[src/rtl/fft_frame_sequencer.sv]
// fft_frame_sequencer: streams one N-point complex frame into the FFT core's load
// port, pulses fft_start, then waits for fft_done (rising edge) or a timeout.
// Build option: define FFT_LOAD_BITREV_EN to write frames in bit-reversed address order.
module fft_frame_sequencer #(
  parameter int unsigned DATA_W       = 16,
  parameter int unsigned LOG2_N       = 5,
  parameter int unsigned START_CYCLES = 2,
  parameter int unsigned DONE_TIMEOUT = 1023
) (
  input  logic              clk,
  input  logic              rst,
  input  logic              s_valid,
  output logic              s_ready,
  input  logic [DATA_W-1:0] s_real,
  input  logic [DATA_W-1:0] s_imag,
  input  logic              s_last,
  output logic              load_data_write,
  output logic [LOG2_N-1:0] load_data_addr,
  output logic [DATA_W-1:0] data_real_in,
  output logic [DATA_W-1:0] data_imag_in,
  output logic              fft_start,
  input  logic              fft_done,
  output logic              busy,
  output logic              frame_err,
  output logic              timeout_err,
  output logic [15:0]       frame_count
);

  localparam logic [1:0] ST_LOAD  = 2'd0;
  localparam logic [1:0] ST_PAD   = 2'd1;
  localparam logic [1:0] ST_START = 2'd2;
  localparam logic [1:0] ST_WAIT  = 2'd3;

  localparam int unsigned SC_W = $clog2(START_CYCLES + 1);
  localparam int unsigned WC_W = $clog2(DONE_TIMEOUT + 1);

  localparam logic [LOG2_N-1:0] LAST      = '1;
  localparam logic [SC_W-1:0]   START_END = SC_W'(START_CYCLES);
  localparam logic [WC_W-1:0]   WAIT_END  = WC_W'(DONE_TIMEOUT - 1);

  logic [1:0]        state;
  logic [1:0]        state_next;
  logic [LOG2_N-1:0] count;
  logic [LOG2_N-1:0] count_next;
  logic [LOG2_N-1:0] wr_addr;
  logic [SC_W-1:0]   start_cnt;
  logic [WC_W-1:0]   wait_cnt;
  logic              done_q;
  logic              done_edge;
  logic              accept;

`ifdef FFT_LOAD_BITREV_EN
  function automatic logic [LOG2_N-1:0] bit_reverse(input logic [LOG2_N-1:0] v);
    logic [LOG2_N-1:0] r;
    r = '0;
    for (int unsigned i = 0; i < LOG2_N; i++) begin
      r[i] = v[LOG2_N-1-i];
    end
    return r;
  endfunction
`endif

  // Handshake, done-edge detection and memory address mapping
  always_comb begin
    accept    = s_valid && s_ready;
    done_edge = fft_done && !done_q;
`ifdef FFT_LOAD_BITREV_EN
    wr_addr = bit_reverse(count);
`else
    wr_addr = count;
`endif
  end

  // Next state and beat counter; the N-1 beat always leaves LOAD so count cannot wrap mid-frame
  always_comb begin
    state_next = state;
    count_next = count;
    case (state)
      ST_LOAD: begin
        if (accept) begin
          count_next = count + 1'b1;
          if (count == LAST) begin
            state_next = ST_START;
          end else if (s_last) begin
            state_next = ST_PAD;
          end
        end
      end
      ST_PAD: begin
        count_next = count + 1'b1;
        if (count == LAST) begin
          state_next = ST_START;
        end
      end
      ST_START: begin
        if (start_cnt == START_END) begin
          state_next = ST_WAIT;
        end
      end
      ST_WAIT: begin
        if (done_edge || (wait_cnt == WAIT_END)) begin
          state_next = ST_LOAD;
          count_next = '0;
        end
      end
      default: begin
        state_next = ST_LOAD;
        count_next = '0;
      end
    endcase
  end

  // Registered FSM state, write port, start pulse and status outputs
  always_ff @(posedge clk or posedge rst) begin
    if (rst) begin
      state           <= ST_LOAD;
      count           <= '0;
      start_cnt       <= '0;
      wait_cnt        <= '0;
      done_q          <= 1'b0;
      s_ready         <= 1'b0;
      busy            <= 1'b0;
      load_data_write <= 1'b0;
      load_data_addr  <= '0;
      data_real_in    <= '0;
      data_imag_in    <= '0;
      fft_start       <= 1'b0;
      frame_err       <= 1'b0;
      timeout_err     <= 1'b0;
      frame_count     <= '0;
    end else begin
      state           <= state_next;
      count           <= count_next;
      done_q          <= fft_done;
      // s_ready and busy are looked up from the state being entered so they line up with it
      s_ready         <= (state_next == ST_LOAD);
      busy            <= !((state_next == ST_LOAD) && (count_next == '0));
      load_data_write <= 1'b0;
      frame_err       <= 1'b0;
      fft_start       <= 1'b0;
      case (state)
        ST_LOAD: begin
          start_cnt <= '0;
          if (accept) begin
            load_data_write <= 1'b1;
            load_data_addr  <= wr_addr;
            data_real_in    <= s_real;
            data_imag_in    <= s_imag;
            frame_err       <= (count == LAST) ? !s_last : s_last;
          end
        end
        ST_PAD: begin
          start_cnt       <= '0;
          load_data_write <= 1'b1;
          load_data_addr  <= wr_addr;
          data_real_in    <= '0;
          data_imag_in    <= '0;
        end
        ST_START: begin
          wait_cnt <= '0;
          if (start_cnt != START_END) begin
            fft_start <= 1'b1;
            start_cnt <= start_cnt + 1'b1;
          end
        end
        ST_WAIT: begin
          if (done_edge) begin
            frame_count <= frame_count + 16'd1;
          end else if (wait_cnt == WAIT_END) begin
            timeout_err <= 1'b1;
          end else begin
            wait_cnt <= wait_cnt + 1'b1;
          end
        end
        default: begin
          start_cnt <= '0;
        end
      endcase
    end
  end

endmodule
[config.mk]
export PLATFORM = sky130hd
export DESIGN_NAME = fft_frame_sequencer
export DESIGN_NICKNAME = d
export VERILOG_FILES = /design/src/rtl/fft_frame_sequencer.sv
export SDC_FILE = /design/constraint.sdc
export NUM_CORES = 1
export LEC_CHECK = 0
export ABC_CLOCK_PERIOD_IN_PS = 4300
export BUFFER_PORTS_ARGS = -buffer_cell sky130_fd_sc_hd__buf_2
export CAP_MARGIN = 20
export CORE_MARGIN = 2
export CORE_UTILIZATION = 28
export CTS_CLUSTER_DIAMETER = 150
export CTS_CLUSTER_SIZE = 28
export DETAILED_ROUTE_END_ITERATION = 7
export SYNTH_ARGS = -nofsm -noshare
export SYNTH_HDL_FRONTEND = slang
export SYNTH_SLANG_ARGS = --single-unit
[constraint.sdc]
create_clock -name clk -period 4.3 [get_ports clk]
set_clock_uncertainty 0.2 [all_clocks]
set_input_delay 0.86 -clock clk [delete_from_list [all_inputs] [get_ports clk]]
set_output_delay 0.86 -clock clk [all_outputs]
set_load 0.01 [all_outputs]
# Word-level counts from Yosys, hierarchy flattened
# Cells that the tools add are included.
[totals] out_inout_bits=59 inputBits=37 word_cells=78 regBits=79
[op_classes] n_eq_ne=11 bitwise_logic=1 reduce_logical=19 n_mux=28 addsub=4
[ops] op="case mux 16 bit (2 select lines)" count=2
[ops] op="two-way mux 16 bit" count=2
[ops] op="two-way mux 10 bit" count=2
[ops] op="case mux 10 bit (2 select lines)" count=1
[ops] op="adder 16 x 1 -> 16 bit, second input constant" count=1
[ops] op="two-way mux 5 bit" count=3
[ops] op="case mux 5 bit (3 select lines)" count=1
[ops] op="two-way mux 2 bit" count=7
[ops] op="adder 10 x 1 -> 10 bit, second input constant" count=1
[ops] op="== test 10 bit, second input constant" count=1
[ops] op="!= test 2 bit, second input constant" count=5
[ops] op="case mux 5 bit (2 select lines)" count=1
[ops] op="case mux 2 bit (4 select lines)" count=1
[ops] op="== test 2 bit, second input constant" count=3
[ops] op="two-way mux 1 bit" count=6
[ops] op="AND reduction 2 bit" count=3
[ops] op="AND reduction 3 bit" count=2
[ops] op="nonzero test 2 bit" count=3
[ops] op="adder 5 x 1 -> 5 bit, second input constant" count=1
[ops] op="== test 5 bit, second input constant" count=1
[ops] op="zero test 5 bit" count=1
[ops] op="zero test 2 bit" count=2
[ops] op="case mux 2 bit (2 select lines)" count=1
[ops] op="logical AND 1 bit" count=3
[ops] op="7 further kinds" count=9

# Logic depth before layout (Yosys ltp)
# Gate-level depths: netlist of the first run.
[depth] ltp_word=8 ltp_mapped=7 depth_no_buf=7

# Worst setup path before layout of the first run
# No wires, ideal clock.
[synth_timing] kind="input to register" startpoint="in s_valid" endpoint="reg data_imag_in[10]" setup_slack_ns=2.080 cell_stages=6 n_path_buf=3 arrival_ns=1.899 required_time_ns=3.979 path_cell_list="a21oi_1 or2_2 clkbuf_1 buf_2 buf_1 a22o_1"
[synth_via] elab_chain_cells=3
[synth_rtl] item="start, declared" line="12" text="input logic s_valid,"
[synth_rtl] item="logical AND 1 bit" line="65" text="accept = s_valid && s_ready;"
[synth_rtl] item="!= test 2 bit (no line)"
[synth_rtl] item="AND reduction 2 bit (no line)"
[synth_rtl] item="end signal, assigned" line="148" text="data_imag_in <= s_imag;"
[synth_rtl] item="end, declared" line="20" text="output logic [DATA_W-1:0] data_imag_in,"
# Every way passes these cells.
# A chain may end at the register's enable or synchronous reset.

# Worst setup path in the final report of the first run
[layout_timing] startpoint="reg state[1]" endpoint="reg count[4]"
[layout_via] elab_chain_cells=2
[layout_rtl] item="start, declared" line="41" text="logic [1:0] state;"
[layout_rtl] item="start signal, assigned" line="132" text="state <= state_next;"
[layout_rtl] item="== test 2 bit, or another cell as far along" line="78" text="case (state)"
[layout_rtl] item="case mux 5 bit (3 select lines) (*)" line="78"
[layout_rtl] item="named net count_next[4]" line="44" text="logic [LOG2_N-1:0] count_next;"
[layout_rtl] item="end signal, assigned" line="133" text="count <= count_next;"
[layout_rtl] item="end, declared" line="43" text="logic [LOG2_N-1:0] count;"
# The timed path passes the listed nets; every way through them passes the cells marked *.

==> results of run 1 <==
-- layout by cell type (no fill, tap or decap), types with 2 or more instances in the layout --
cell type	synthesis	final
buf_4	0	2
xnor2_1	17	17
nand2_1	35	35
or2_2	2	2
and3_1	6	6
ha_1	6	6
buf_2	1	95
or3_1	4	4
o21ai_0	5	5
mux2i_1	2	2
nor3_1	4	3
nor3b_1	2	2
nor4_1	3	3
clkbuf_16	0	9
bufinv_16	0	3
dfrtp_1	79	79
xor2_1	5	5
nor2_1	14	14
inv_1	4	3
a211oi_1	2	2
a22o_1	32	32
a21oi_1	2	2
o211ai_1	2	2
nand2b_1	2	2
a22o_2	2	2
nand3_1	8	8
nand4_1	2	2
a31oi_1	2	2
-- layout make-up --
type                       instances  area (um2)  share of cell area, %
clock buffer                      10       229.0                  5.390
clock inverter                     5       106.4                  2.504
inverter                           5       20.02                 0.4713
multi-input combinational        178        1246                  29.34
sequential                        79        1977                  46.54
tap                              143       178.9                  4.212
timing repair buffer              97       490.5                  11.55
-- path summary, 6_finish.rpt --
kind,to
worst max-delay path,count[4]$_DFF_PP0_
max in group asynchronous,wait_cnt[1]$_DFFE_PP0P_
min in group asynchronous,data_imag_in[13]$_DFFE_PP0P_
worst min register to register,frame_count[15]$_DFFE_PP0P_
worst max register to register,count[4]$_DFF_PP0_
worst min-delay path,frame_count[15]$_DFFE_PP0P_
-- flip-flops by register name, indices dropped and copies added (netlist names) --
signal	count
s_ready	1
load_data_addr	5
done_q	1
count	5
timeout_err	1
frame_count	16
start_cnt	2
wait_cnt	10
fft_start	1
load_data_write	1
data_imag_in	16
data_real_in	16
state	2
frame_err	1
busy	1
-- cell families (layout without fill, tap and decap cells) --
logic type                 count (synthesis)  count (layout)  synth area share (%)
AOI/OAI and AO/OA                         55              55                 14.20
xor gates and xnor gates                  22              22                 5.849
adders and majority gates                  6               6                 2.279
buffers and inverters                     16             117                 2.316
DFF                                       79              79                 60.01
muxes                                      3               3                0.9495
and+or+nand+nor                           92              92                 14.39
-- power groups by stage --
stage	registers, W	logic, W	clock network, W
after floorplan	0.00108	0.000351	0
after global placement	0.00106	0.000599	0
after detailed placement	0.00106	0.000605	0
after CTS	0.00105	0.000609	0.000885
after global routing	0.00108	0.000665	0.000914
final	0.00105	0.000594	0.000860
-- worst reg2reg max path: cells and delay by family, from the launching register on --
| family | cells | cell delay, ns |
|---|---|---|
| compound gates | 1 | 0.35 |
| simple gates | 1 | 0.73 |
| flops | 1 | 0.68 |
| buf+inv | 1 | 0.45 |
-- metrics by stage --
step | instance area [um2] | util (%)
after detailed placement | 3913 | 34.12
after global placement | 3913 | 34.12
after floorplan | 3294 | -
final | 4248 | 37.04
after global routing | 4248 | 37.04
after CTS | 4248 | 37.04
-- metal layers --
| metal | GRT usage [%] | vias to the layer above | share of wire (%) |
|---|---|---|---|
| met4 | 3.577 | 0 | 1.5 |
| met3 | 3.564 | 12 | 5.9 |
| met2 | 18.67 | 68 | 46 |
| met5 | 0 | - | 0 |
| li1 | - | 1173 | - |
| met1 | 15.66 | 1173 | 46 |
==> flow_metrics.py, run 1 <==
metrics = {
    "timing": {
        "hold_viol": 0,
        "fin_ws_ns": 1.773,
        "setup_viol": 0,
        "final.setup.tns_ns": 0,
        "max-slew-margin-rel_pct": 39.08,
        "slew_viol_final": 0,
        "grt_setup_unrepaired": "false",
        "fmaxAchievable_ghz": 0.3958,
        "min_period_ns": 2.527,
        "worst_pin_slew_ns": 0.9127,
        "hold_ws_ns": 0.2683,
        "finalCritPeriodShare_pct": 58.76,
    },
    "clock_tree": {
        "clk_pin_slew_ns": 0.06,
        "cts_sinks": 79,
        "cts-root-buf": "clkbuf_16",
        "cts_tree": "done",
        "cts.htree.levels": 3,
        "clkLatencyLatePin_ns": 0.33,
        "cts_buffers": 9,
        "postCtsHoldBufs": 0,
        "post_cts_buffers": 0,
        "cts_resized": 0,
        "cts.path.max_buffers": 2,
    },
    "logic_synthesis": {
        "yosysUniqueCellTypes": 48,
        "synth_top_area_share_pct": 60.01,
        "synth_edf_count": 0,
        "synth_most_common_cell": "dfrtp_1",
        "synth.largest_area_cell": "dfrtp_1",
        "synth_cells": 273,
        "synthTopCellsByCount": "dfrtp_1 (79), nand2_1 (35), a22o_1 (32)",
        "async_reset_ff_share_pct": 100.0,
        "synth_seq_cells": 79,
        "netlist_area_um2": 3294,
        "yosys_warnings": 0,
        "avgSynthCellArea_um2": 12.07,
        "synth_flop_cell": "dfrtp_1",
        "synth-seq-area-share_pct": 60.01,
        "synth_area_leaders": "dfrtp_1 (60%), a22o_1 (8.5%), xnor2_1 (4.5%)",
        "syn-num-nets": 316,
    },
    "die": {
        "die_h_um": 112.5,
        "dieArea_um2": 12650,
        "die_w_um": 112.5,
        "coreArea_um2": 11470,
        "start_util_pct": 28.73,
        "num_io_pins": 96,
        "rows": 39,
    },
    "pwr": {
        "clkPwrFrac_pct": 34.4,
        "peakVddDrop_uv": 243.6,
        "finalPower_w": 0.002502,
        "power_frac_comb_pct": 23.7,
        "switchingPower_w": 0.0007582,
        "pwr_density_cell_nw_per_um2": 589.0,
        "intPower_w": 0.001744,
        "switching_share_pct": 30.30,
        "p_leak_nw": 2.225,
        "p_seq_share_pct": 41.9,
    },
    "place": {
        "pre_cts_ws_ns": 1.436,
        "io_buffers": 95,
        "place_congestion": 0.7942,
        "hpwl_um": 5019,
        "dp_cells": 502,
    },
    "detailed_routing": {
        "first_iter_violations": 155,
        "vias": 2426,
        "wl_per_cell_um": 14.09,
        "drtAntennaViolNets": 0,
        "first_pass_iters": 4,
        "drc_errors": 0,
        "vias_per_cell": 4.692,
        "wl_um": 7286,
    },
    "worst_setup_path": {
        "critical_path.max_fanout": 42,
        "cp.required_ns": 4.32,
        "ff2ff_path_depth": 3,
        "critPathArrivalTime_ns": 2.54,
        "critPathKind": "reg -> reg",
        "crit_cells": 3,
        "crit_family": "simple AND/OR/NAND/NOR gates",
        "cp_slowest_cell": "or2_2",
        "path_buf_inv": 1,
        "startpoint": "state[1]$_DFF_PP0_",
        "start_kind": "flop",
        "r2r_setup_slack_ns": 1.77,
        "cp_slowest_stage_delay_ns": 0.73,
        "endpoint_kind": "flop",
        "worstReg2RegStart": "state[1]$_DFF_PP0_",
        "cp_cell_sequence": "or2_2, clkinv_1, a22o_2",
    },
    "final_layout": {
        "fin_cells": 517,
        "area_growth_pct": 28.94,
        "layout.nets": 413,
        "n_fill_cell": 1126,
        "diodes": 0,
        "drive_gt1_share_pct": 33.42,
    },
    "grt": {
        "grt_max_degree": 54,
        "grt_pass1_vias": 2493,
        "antenna_found_initial": 0,
        "overflow": 0,
        "grt_first_pass_wirelength_um": 12220,
        "track_usage_pct": 11.79,
    },
    "run_status": {
        "status": "complete, no violations",
    },
    "worst_hold_path": {
        "hold-path-cell-count": 1,
        "hold_path_class": "reg -> reg",
        "worstHoldStart": "frame_count[15]$_DFFE_PP0P_",
    },
    "run": {
        "cap_violations": 0,
    },
}
No activity file was read; power rests on OpenSTA's default activity.
==> run 2, diff against run 1 <==
ABC_AREA = 1   (was unset)
ABC_CLOCK_PERIOD_IN_PS = 2380   (was 4300)
clock period = 2.38 ns   (was 4.3 ns; I/O delays follow)
==> flow_metrics.py, run 2 <==
metrics = {
    "clock_tree": {
        "clkLatencyLatePin_ns": 0.34,
        "cts_sinks": 79,
        "cts.htree.levels": 3,
        "cts_resized": 0,
        "cts_buffers": 9,
        "postCtsHoldBufs": 0,
        "cts.path.max_buffers": 2,
        "cts_tree": "done",
        "clk_pin_slew_ns": 0.06,
        "post_cts_buffers": 0,
        "cts-root-buf": "clkbuf_16",
    },
    "logic_synthesis": {
        "netlist_area_um2": 3496,
        "syn-num-nets": 394,
        "synth.largest_area_cell": "dfrtp_1",
        "synth_seq_cells": 79,
        "synth_flop_cell": "dfrtp_1",
        "synth_area_leaders": "dfrtp_1 (57%), nand2_1 (8.5%), a22o_1 (8.0%)",
        "synth_edf_count": 0,
        "synth-seq-area-share_pct": 56.55,
        "synthTopCellsByCount": "dfrtp_1 (79), nand2_1 (79), a22o_1 (32)",
        "async_reset_ff_share_pct": 100.0,
        "synth_cells": 351,
        "yosysUniqueCellTypes": 34,
        "avgSynthCellArea_um2": 9.960,
        "yosys_warnings": 0,
        "synth_top_area_share_pct": 56.55,
    },
    "worst_setup_path": {
        "worstReg2RegStart": "state[1]$_DFF_PP0_",
        "rr_endpoint": "data_imag_in[5]$_DFFE_PP0P_",
        "endpoint_kind": "flop",
        "cp_slowest_stage_delay_ns": 0.74,
        "ff2ff_path_depth": 4,
        "startpoint": "state[1]$_DFF_PP0_",
        "critical_path.max_fanout": 32,
        "cp_slowest_cell": "inv_1",
        "cp_cell_sequence": "nor2_1, nand2_1, inv_1, a22o_1",
        "start_kind": "flop",
        "cp.required_ns": 2.44,
        "critPathKind": "reg -> reg",
        "critPathArrivalTime_ns": 2.11,
        "crit_path_end": "data_imag_in[5]$_DFFE_PP0P_",
        "r2r_setup_slack_ns": 0.33,
    },
    "final_layout": {
        "n_fill_cell": 1262,
        "fin_cells": 622,
        "diodes": 0,
        "largestRegisters": "data_imag_in (16), data_real_in (16), frame_count (16)",
        "drive_gt1_share_pct": 29.96,
        "layout_common_cells": "buf_2 (95), nand2_1 (79), dfrtp_1 (79)",
        "layout.nets": 493,
        "seqCellArea_um2": 1977,
        "post-route-util_pct": 36.57,
        "area_growth_pct": 26.70,
        "multiInputGateArea_um2": 1305,
        "layout_commonest_cell": "buf_2",
    },
    "detailed_routing": {
        "vias_per_cell": 4.416,
        "first_iter_violations": 132,
        "drc_errors": 0,
        "vias": 2747,
        "drtAntennaViolNets": 0,
        "first_pass_iters": 4,
        "wl_per_cell_um": 12.54,
        "wl_um": 7801,
    },
    "timing": {
        "min_period_ns": 2.050,
        "max-slew-margin-rel_pct": 32.19,
        "worst_pin_slew_ns": 1.016,
        "slew_viol_final": 0,
        "hold_viol": 0,
        "fmaxAchievable_ghz": 0.4878,
        "finalCritPeriodShare_pct": 86.13,
        "grt_setup_unrepaired": "false",
        "setup_viol": 0,
        "final.setup.tns_ns": 0,
    },
    "die": {
        "rows": 40,
        "num_io_pins": 96,
        "die_w_um": 115.7,
        "dieArea_um2": 13390,
        "start_util_pct": 28.86,
        "coreArea_um2": 12110,
        "die_h_um": 115.7,
    },
    "grt": {
        "overflow": 0,
        "grt_max_degree": 80,
        "track_usage_pct": 12.25,
        "grt_pass1_vias": 2683,
        "grt_first_pass_wirelength_um": 12850,
        "antenna_found_initial": 0,
    },
    "worst_hold_path": {
        "hold_path_class": "in -> async",
    },
    "pwr": {
        "p_leak_nw": 2.352,
        "peakVddDrop_uv": 318.0,
        "pwr_density_cell_nw_per_um2": 1107,
    },
    "place": {
        "io_buffers": 95,
        "place_congestion": 0.8036,
        "hpwl_um": 5435,
        "dp_cells": 607,
    },
    "run": {
        "cap_violations": 0,
    },
    "run_status": {
        "status": "complete, no violations",
    },
}
run 2: cell types whose count changed in the layout (fill, tap and decap cells not counted), moves of 4 or more:
| cell | change |
|---|---|
| inv_2 | +5 |
| xor2_1 | +7 |
| nand2_2 | +5 |
| nor2_1 | +13 |
| and3_1 | -5 |
| nand2_1 | +44 |
| xnor2_1 | -13 |
| o21ai_1 | +8 |
| nand3_1 | +7 |
| or3_1 | -4 |
| inv_1 | +27 |
run 2: layout make-up:
class                           instances  area share (%)
Clock inverter                          6           1.412
Clock buffer                            9           5.085
Inverter                               36           3.136
Multi-Input combinational cell        226           29.46
Tap cell                              168           4.746
Sequential cell                        79           44.63
Timing Repair Buffer                   98           11.53
run 2: worst max-delay path, delay by kind of cell (launching register included):
| family | cells | cell delay, ns |
|---|---|---|
| flip-flops | 1 | 0.50 |
| AO/OA/AOI/OAI | 1 | 0.28 |
| buffers and inverters | 1 | 0.74 |
| AND/OR/NAND/NOR | 2 | 0.23 |
run 2: cells by family after synthesis:
logic type      synth area share [%]
simple gates                   19.01
flops                          56.55
compound gates                 12.17
buf+inv                        6.120
xor+xnor                       4.008
fa+ha+maj                      2.147
run 2: worst min-delay path by stage:
stage                                          to  depth (start not counted)  slack (ns)
floorplan                start_cnt[0]$_DFFE_PP0P_                          1        0.25
global placement    load_data_addr[1]$_DFFE_PP0P_                          2        0.26
detailed placement       start_cnt[0]$_DFFE_PP0P_                          1        0.26
CTS                    frame_count[9]$_DFFE_PP0P_                          3        0.07
global route                     done_q$_DFF_PP0_                          1        0.08
finish               data_imag_in[11]$_DFFE_PP0P_                          3        0.05
run 2: report_power, final:
group	internal (W)	switching, W	leakage (nW)
sequential	0.00172	0.000264	1.04
combinational	0.000608	0.000969	1.16
clock	0.000804	0.000539	0.145
total	0.00313	0.00177	2.35
run 2: through the flow:
step           area (um2)  setup WS (ns)  power (W)  hold WS, ns
5_1_grt              4429         0.1639   0.005285      0.08481
4_1_cts              4429         0.2876   0.004998      0.06866
3_3_place_gp         4141         0.2700   0.003572       0.2551
3_5_place_dp         4141         0.1991   0.003611       0.2648
2_1_floorplan        3500         0.6712   0.003105       0.2469
6_report             4429         0.3301   0.004905      0.04517
run 2: metal layers:
layer  up-vias  wire length [um]  track usage [%]
li1       1356                 -                -
met3        12               401            3.400
met4         0               136            5.238
met1      1320              3613            15.97
met5         -                 0                0
met2        59              3650            19.18
==> run 3, diff against run 2 <==
ABC_AREA = unset   (was 1)
==> flow_metrics.py, run 3 (same netlist as run 1, synthesis figures left out) <==
metrics = {
    "die": {
        "start_util_pct": 28.73,
        "num_io_pins": 96,
        "coreArea_um2": 11470,
        "die_h_um": 112.5,
        "rows": 39,
        "dieArea_um2": 12650,
        "die_w_um": 112.5,
    },
    "clock_tree": {
        "cts_buffers": 9,
        "cts.path.max_buffers": 2,
        "cts-root-buf": "clkbuf_16",
        "post_cts_buffers": 0,
        "clkLatencyLatePin_ns": 0.33,
        "cts_sinks": 79,
        "clk_pin_slew_ns": 0.06,
        "cts_tree": "done",
        "cts.htree.levels": 3,
    },
    "grt": {
        "grt_pass1_vias": 2626,
        "grt_first_pass_wirelength_um": 12550,
        "track_usage_pct": 12.39,
        "overflow": 0,
        "grt_max_degree": 33,
        "antenna_found_initial": 0,
    },
    "worst_setup_path": {
        "critical_path.max_fanout": 6,
        "cp_slowest_cell": "dfrtp_1",
        "path_buf_inv": 0,
        "critical_path.most_common_cell": "ha_1",
        "critPathKind": "reg -> reg",
        "cp.required_ns": 2.38,
        "critPathArrivalTime_ns": 2.16,
        "start_kind": "flop",
        "endpoint_kind": "flop",
        "cp_cell_sequence": "ha_1, and3_1, ha_1, nor4b_2, o211ai_1, a211oi_1, nand4b_1",
        "crit_family": "simple AND/OR/NAND/NOR gates",
        "cp_slowest_stage_delay_ns": 0.43,
    },
    "detailed_routing": {
        "routed-wl-met2_um": 3490,
        "wl_met3_um": 424,
        "vias": 2492,
        "drc_errors": 0,
        "routed.top_layer": "met4",
        "wl_per_cell_um": 14.07,
        "drtAntennaViolNets": 0,
        "routedLengthMet1_um": 3434,
        "first_pass_iters": 4,
        "first_iter_violations": 179,
        "vias_per_cell": 4.693,
        "wl_um": 7470,
    },
    "final_layout": {
        "post-route-util_pct": 38.04,
        "largestRegisters": "data_imag_in (16), data_real_in (16), frame_count (16)",
        "diodes": 0,
        "n_fill_cell": 1133,
        "layout.nets": 426,
        "seqCellArea_um2": 1977,
        "drive_gt1_share_pct": 36.08,
        "multiInputGateArea_um2": 1252,
        "area_growth_pct": 32.40,
        "fin_cells": 531,
        "layout_common_cells": "buf_2 (95), dfrtp_1 (79), nand2_1 (35)",
        "layout_commonest_cell": "buf_2",
    },
    "timing": {
        "fmaxAchievable_ghz": 0.4641,
        "worst_pin_slew_ns": 0.4855,
        "setup_viol": 0,
        "slew_viol_final": 0,
        "min_period_ns": 2.155,
        "grt_setup_unrepaired": "false",
        "max-slew-margin-rel_pct": 67.56,
        "finalCritPeriodShare_pct": 90.53,
        "hold_viol": 0,
        "final.setup.tns_ns": 0,
    },
    "pwr": {
        "peakVddDrop_uv": 449.0,
        "pwr_density_cell_nw_per_um2": 1042,
        "p_leak_nw": 2.287,
        "finalPower_w": 0.004544,
    },
    "place": {
        "dp_cells": 514,
        "place_congestion": 0.8197,
        "hpwl_um": 5420,
        "io_buffers": 95,
    },
    "run_status": {
        "status": "complete, no violations",
    },
    "run": {
        "cap_violations": 0,
    },
    "worst_hold_path": {
        "hold_path_class": "in -> reg",
    },
}
==> run 3: cell count changes in the layout (fill, tap and decap cells not counted), sizes merged, moves of 3 or more <==
cell   delta
nor2     -18
xor2      -7
o21ai    -10
nor3      -3
nor4      +3
nand3     -7
nand4     -3
and3      +5
nand2    -49
or3       +5
buf      +11
inv      -30
xnor2    +13
==> run 3: power by group <==
group          leakage (nW)  switching [W]  internal (W)
combinational          1.06       0.000646      0.000563
clock                 0.157       0.000553      0.000929
sequential             1.07       0.000215       0.00164
==> run 3: layout make-up <==
type | instances | area share [%]
clock inverter | 7 | 2.352
tap | 143 | 4.102
inverter | 5 | 0.5164
multi-input combinational | 178 | 28.71
sequential | 79 | 45.32
clock buffer | 9 | 5.164
timing repair buffer | 110 | 13.83
==> run 3: what timing repair did <==
item	CTS	global route
hold buffers	1	0
hold endpoints to repair	18	0
setup endpoints to repair	0	1
gates resized for setup	0	1
==> run 3: worst paths after layout <==
kind / startpoint / end / slack [ns] / cells past startpoint
max: count[1]$_DFF_PP0_ / busy$_DFF_PP0_ / 0.23 / 7
min: fft_done / done_q$_DFF_PP0_ / 0.07 / 1
max reg2reg: count[1]$_DFF_PP0_ / busy$_DFF_PP0_ / 0.23 / 7
min reg2reg: frame_count[15]$_DFFE_PP0P_ / frame_count[15]$_DFFE_PP0P_ / 0.27 / 1
max in group asynchronous: rst / state[1]$_DFF_PP0_ / 0.89 / 4
min in group asynchronous: rst / frame_count[11]$_DFFE_PP0P_ / 0.53 / 3
==> run 3: metrics by stage <==
step	worst slack, ns	hold slack, ns	area (um2)
2_1_floorplan	0.2638	0.2501	3298
3_3_place_gp	0.2104	0.2597	4018
3_5_place_dp	0.1757	0.2581	4018
4_1_cts	0.1582	0.06085	4355
5_1_grt	0.03608	0.06207	4362
6_report	0.2254	0.07449	4362
==> run 3: layer usage <==
metal / vias to the layer above / track usage (%)
met5: - / 0
met4: 0 / 5.772
met3: 12 / 4.050
met2: 74 / 18.76
met1: 1201 / 16.13
li1: 1205 / -
